--- src/rtl/fetch_pkg.sv ---
// Shared types and constants for the fetch / program-counter stage.
package fetch_pkg;

  localparam int unsigned PC_W_DEFAULT  = 10;
  localparam int unsigned CNT_W_DEFAULT = 16;
  localparam int unsigned BR_FIELD_W    = 4;
  localparam int unsigned LUT_DEPTH     = 16;
  localparam int unsigned LUT_ENTRY_W   = PC_W_DEFAULT;

  typedef enum logic [1:0] {
    StIdle,
    StLoad,
    StRun,
    StHalt
  } fetch_state_t;

  // Absolute branch targets; a literal wider than LUT_ENTRY_W fails width lint.
  localparam logic [LUT_ENTRY_W-1:0] BRANCH_LUT [LUT_DEPTH] = '{
    10'd0,   10'd16,  10'd32,  10'd64,
    10'd128, 10'd300, 10'd512, 10'd1023,
    10'd7,   10'd48,  10'd200, 10'd400,
    10'd600, 10'd800, 10'd900, 10'd1000
  };

endpackage

--- src/rtl/fetch_pc_unit_branch_lut.sv ---
// Combinational branch-target lookup: 4-bit branch field to absolute PC.
module branch_lut
  import fetch_pkg::*;
#(
  parameter int unsigned PC_W = PC_W_DEFAULT
) (
  input  logic [BR_FIELD_W-1:0] idx_i,
  output logic [PC_W-1:0]       target_o
);

  assign target_o = PC_W'(BRANCH_LUT[idx_i]);

endmodule

--- src/rtl/fetch_pc_unit.sv ---
// Program counter, Start/Ack run handshake and run-cycle counter.
module fetch_pc_unit
  import fetch_pkg::*;
#(
  parameter int unsigned PC_W  = PC_W_DEFAULT,
  parameter int unsigned CNT_W = CNT_W_DEFAULT
) (
  input  logic                  Clk,
  input  logic                  Reset,
  input  logic                  Start,
  input  logic                  jump_en,
  input  logic                  immOrLUT,
  input  logic [BR_FIELD_W-1:0] branch_field,
  input  logic                  stall,
  input  logic                  done,
  output logic [PC_W-1:0]       prog_ctr,
  output logic                  Ack,
  output logic                  running,
  output logic [CNT_W-1:0]      cycle_count
);

  fetch_state_t     state_q, state_d;
  logic [PC_W-1:0]  pc_q, pc_d;
  logic             ack_q, ack_d;
  logic [CNT_W-1:0] cnt_q, cnt_d;
  logic [PC_W-1:0]  lut_target;
  logic [PC_W-1:0]  rel_off;

  branch_lut #(
    .PC_W (PC_W)
  ) u_branch_lut (
    .idx_i    (branch_field),
    .target_o (lut_target)
  );

  assign rel_off = PC_W'($signed(branch_field));

  always_comb begin
    state_d = state_q;
    pc_d    = pc_q;
    ack_d   = ack_q;
    cnt_d   = cnt_q;
    unique case (state_q)
      StIdle: begin
        pc_d  = '0;
        ack_d = 1'b0;
        if (Start) state_d = StLoad;
      end
      StLoad: begin
        pc_d  = '0;
        ack_d = 1'b0;
        cnt_d = '0;
        if (!Start) state_d = StRun;
      end
      StRun: begin
        // Counts stalled and done cycles too; saturates rather than wraps.
        if (cnt_q != {CNT_W{1'b1}}) cnt_d = cnt_q + CNT_W'(1);
        if (Start) begin
          state_d = StLoad;
          pc_d    = '0;
          cnt_d   = '0;
        end else if (done) begin
          state_d = StHalt;
          ack_d   = 1'b1;
        end else if (stall) begin
          pc_d = pc_q;
        end else if (jump_en && immOrLUT) begin
          pc_d = lut_target;
        end else if (jump_en) begin
          pc_d = pc_q + rel_off;
        end else begin
          pc_d = pc_q + PC_W'(1);
        end
      end
      StHalt: begin
        if (Start) begin
          state_d = StLoad;
          pc_d    = '0;
          ack_d   = 1'b0;
          cnt_d   = '0;
        end
      end
      default: state_d = StIdle;
    endcase
  end

  always_ff @(posedge Clk) begin
    if (Reset) begin
      state_q <= StIdle;
      pc_q    <= '0;
      ack_q   <= 1'b0;
      cnt_q   <= '0;
    end else begin
      state_q <= state_d;
      pc_q    <= pc_d;
      ack_q   <= ack_d;
      cnt_q   <= cnt_d;
    end
  end

  assign prog_ctr    = pc_q;
  assign Ack         = ack_q;
  assign running     = (state_q == StRun);
  assign cycle_count = cnt_q;

endmodule

--- config.mk ---
export PLATFORM = sky130hd
export DESIGN_NAME = fetch_pc_unit
export DESIGN_NICKNAME = d
export VERILOG_FILES = /design/src/rtl/fetch_pkg.sv /design/src/rtl/fetch_pc_unit_branch_lut.sv /design/src/rtl/fetch_pc_unit.sv
export SDC_FILE = /design/constraint.sdc
export NUM_CORES = 1
export LEC_CHECK = 0
export ABC_AREA = 1
export CAP_MARGIN = 20
export CORE_ASPECT_RATIO = 0.7
export CORE_MARGIN = 4
export CORE_UTILIZATION = 30
export DETAILED_ROUTE_END_ITERATION = 10
export GPL_TIMING_DRIVEN = 1
export PLACE_DENSITY_LB_ADDON = 0.05
export SYNTH_ARGS = -nofsm -noshare
export SYNTH_HDL_FRONTEND = slang
export SYNTH_SLANG_ARGS = --single-unit
--- constraint.sdc ---
create_clock -name Clk -period 4.1 [get_ports Clk]
set_input_delay 1.025 -clock Clk [delete_from_list [all_inputs] [get_ports Clk]]
set_output_delay 1.025 -clock Clk [all_outputs]
set_load 0.02 [all_outputs]
==> flow_summary.ini <==
[run_status]
status = complete, no violations

[synthesis]
yosys.area.top_type_share = 0.2627
ys_ff_latch = 29
synth_top_family_by_area = simple AND/OR/NAND/NOR gates
synthAdderAreaFrac = 0.09400
synth-compound-area-share = 0.1518
synth-xor-area-share = 0.01586
ys_seq_area_frac = 0.2627
synth_fp_nets = 375
synth_top_area_cell = dfxtp_1
netlist_area_mm2 = 0.002210
synthMuxAreaShare = 0
syn_inst = 348
ys_types = 36
avgSynthCellArea_um2 = 6.349
synthSimpleGateAreaFrac = 0.3635
yosysWarnings = 0
synth_area_leaders = dfxtp_1, nand2_1, ha_1

[power]
p_leak_nw = 1.154
total_power_w = 0.0009244
powerDensity_mw_per_mm2 = 333.8
peakVddDrop_mv = 0.2170

[global_routing]
busiest_layer = met1
grt_antenna_before_repair = 0
grt_max_degree = 17
grt_overflow_total = 0
grt_use_total = 0.1441
use_met1 = 0.2359
grt_pass1_vias = 2060
met3_usage = 0.04318
met2_usage = 0.1768
grt_pass1_wl_um = 10350

[drt]
drc = 0
num_vias = 2294
drt-total-wl_um = 6140
ant_nets = 0
dr.pass1.iters = 4
viasPerCell = 4.749
wire_per_inst_um = 12.71
drt_iter0_markers = 117

[cts]
h-tree-depth = 2
worstSkewPairLatency_ns = 0.28
tritoncts = done
cts_root_buffer = clkbuf_8
cts_buffers = 5
ctsHoldBuffers = 0
clockBufferDepth = 2
cts.clk_slew.worst_paths_ns = 0.06
cts_setup_buffers = 0
cts_sinks = 29
ctsResizeCount = 0

[die]
io_pins = 39
fp.dieW_um = 110.6
core_mm2 = 0.006944
die-area_mm2 = 0.008824
start_util = 0.3182
rows = 25
fp.dieH_um = 79.81

[finish]
drive_gt1_frac = 0.08483
diodes = 0
area_growth_pct = 25.31
finalNetCount = 416

[worst_setup_path]
cp_num_buf_inv = 3
crit_type = input pin to flip-flop
cp_top_family = simple AND/OR/NAND/NOR gates
critical_path.startpoint_type = input pin
path_cells = clkdlybuf4s50_1, inv_1, nand2_1, ha_1, inv_1, fa_1, nor2_1, o21ai_0, nand2_1, nand3_1, nand3_1, nand3_1, nand2_1, a21oi_1
crit_slowest_cell = clkdlybuf4s50_1
crit_fanout = 5
crit_required_ns = 4.27
crit_path_end_kind = flip-flop
critPathMaxStageDelay_ns = 0.53
cp.arrival_ns = 3.16

[sta]
setup_viol = 0
final_max_slew_viol_count = 0
min_period_ns = 2.991
fin_ws_ns = 1.109
hold_viol_final = 0
relSlewSlack = 0.7053
fin_worst_skew_ns = 0.004168
grt_setup_unrepaired = false
timing.final.crit_share = 0.7294
fin_setup_tns_ns = 0
tightestPinTransition_ns = 0.4410
max_freq_mhz = 334.4

[run]
drv_cap = 0

[placed_design]
gp_congestion = 0.8281
place_hpwl_um = 4850
place_ws_ns = 0.8143
io_buffers = 38

[worst_hold_path]
min_path_type = flip-flop to flip-flop
cells in the final DEF, fill, tap and decap left out, types with 2 or more instances in the layout:
master           Yosys  final
nand3_2              2      2
o22ai_1              2      2
o21ai_0             14     14
a31oi_1              2      2
nor3_2               2      2
inv_1               45     45
buf_4                2      3
a21oi_1             35     35
ha_1                15     15
dfxtp_1             29     29
nand3_1             32     32
nor2_1              38     38
nor3_1               7      7
xor2_1               3      3
inv_2                6      6
nor2_2               2      2
clkdlybuf4s50_1      0     38
nand2_1             81     81
nand2_2              5      5
nand4_1              2      2
clkbuf_8             0      6
o21ai_1              5      5
o21a_1               2      2
metrics by stage:
stage               hold slack (ns)  area [um2]  instances  utilization
floorplan                    0.5444        2210        348            -
global placement             0.4707        2683        476       0.3863
detailed placement           0.4635        2683        476       0.3863
CTS                          0.4992        2769        483       0.3987
global route                 0.5239        2769        483       0.3987
finish                       0.4960        2769        483       0.3987
flip-flops by register name, summed over array words and instances (netlist names):
| register | count |
|---|---|
| cycle_count | 16 |
| prog_ctr | 10 |
| Ack | 1 |
| state_q | 2 |
power breakdown:
| part | total [W] | internal, W | switching, W |
|---|---|---|---|
| sequential | 0.000328 | 0.000304 | 0.0000233 |
| clock | 0.000240 | 0.000133 | 0.000107 |
| combinational | 0.000357 | 0.000126 | 0.000231 |
| total | 0.000924 | 0.000563 | 0.000361 |
layer usage:
layer  vias to the layer above  part of all wire  routed length [um]
li1                       1208                 -                   -
met1                      1018              0.57                3477
met2                        68              0.36                2192
met3                         0             0.077                 470
met4                         0                 0                   0
met5                         -                 0                   0
cell families (layout without fill, tap and decap cells):
family / after synthesis / in the layout
AOI/OAI and AO/OA: 63 / 63
xor gates and xnor gates: 4 / 4
adders and majority gates: 16 / 16
buffers and inverters: 59 / 100
DFF: 29 / 29
and+or+nand+nor: 177 / 177
worst min-delay path: stages, from the launching register on:
cell and delay (ns):
dfxtp_1 0.33, nand2_1 0.07, a21oi_1 0.05
cells in the mapped netlist, drive strengths merged:
cell	number
nand2	87
inv	51
nor2	41
a21oi	35
nand3	34
dfxtp	29
o21ai	20
ha	15
nor3	10
buf	5
xor2	3
a31oi	2
clkbuf	2
nand4	2
o21a	2
o22ai	2
clkinv	1
fa	1
nand3b	1
nor3b	1
o21bai	1
o221ai	1
or2	1
xnor2	1
cell type report:
type                       count  area (um2)
timing repair buffer          41       402.9
fill                         752        4175
sequential                    29       580.6
multi-input combinational    260        1381
inverter                      52       200.2
clock buffer                   7       86.33
tap                           94       117.6
path summary, 6_finish.rpt:
check | startpoint | slack [ns] | cells past startpoint | endpoint
worst max register to register | state_q[0]$_SDFFE_PP0P_ | 2.01 | 12 | cycle_count[14]$_SDFFE_PP0P_
worst max-delay path | branch_field[0] | 1.11 | 14 | prog_ctr[8]$_SDFFE_PP0P_
worst min register to register | prog_ctr[2]$_SDFFE_PP0P_ | 0.50 | 2 | prog_ctr[2]$_SDFFE_PP0P_
worst min-delay path | prog_ctr[2]$_SDFFE_PP0P_ | 0.50 | 2 | prog_ctr[2]$_SDFFE_PP0P_
(Power assumes the default switching activity.)
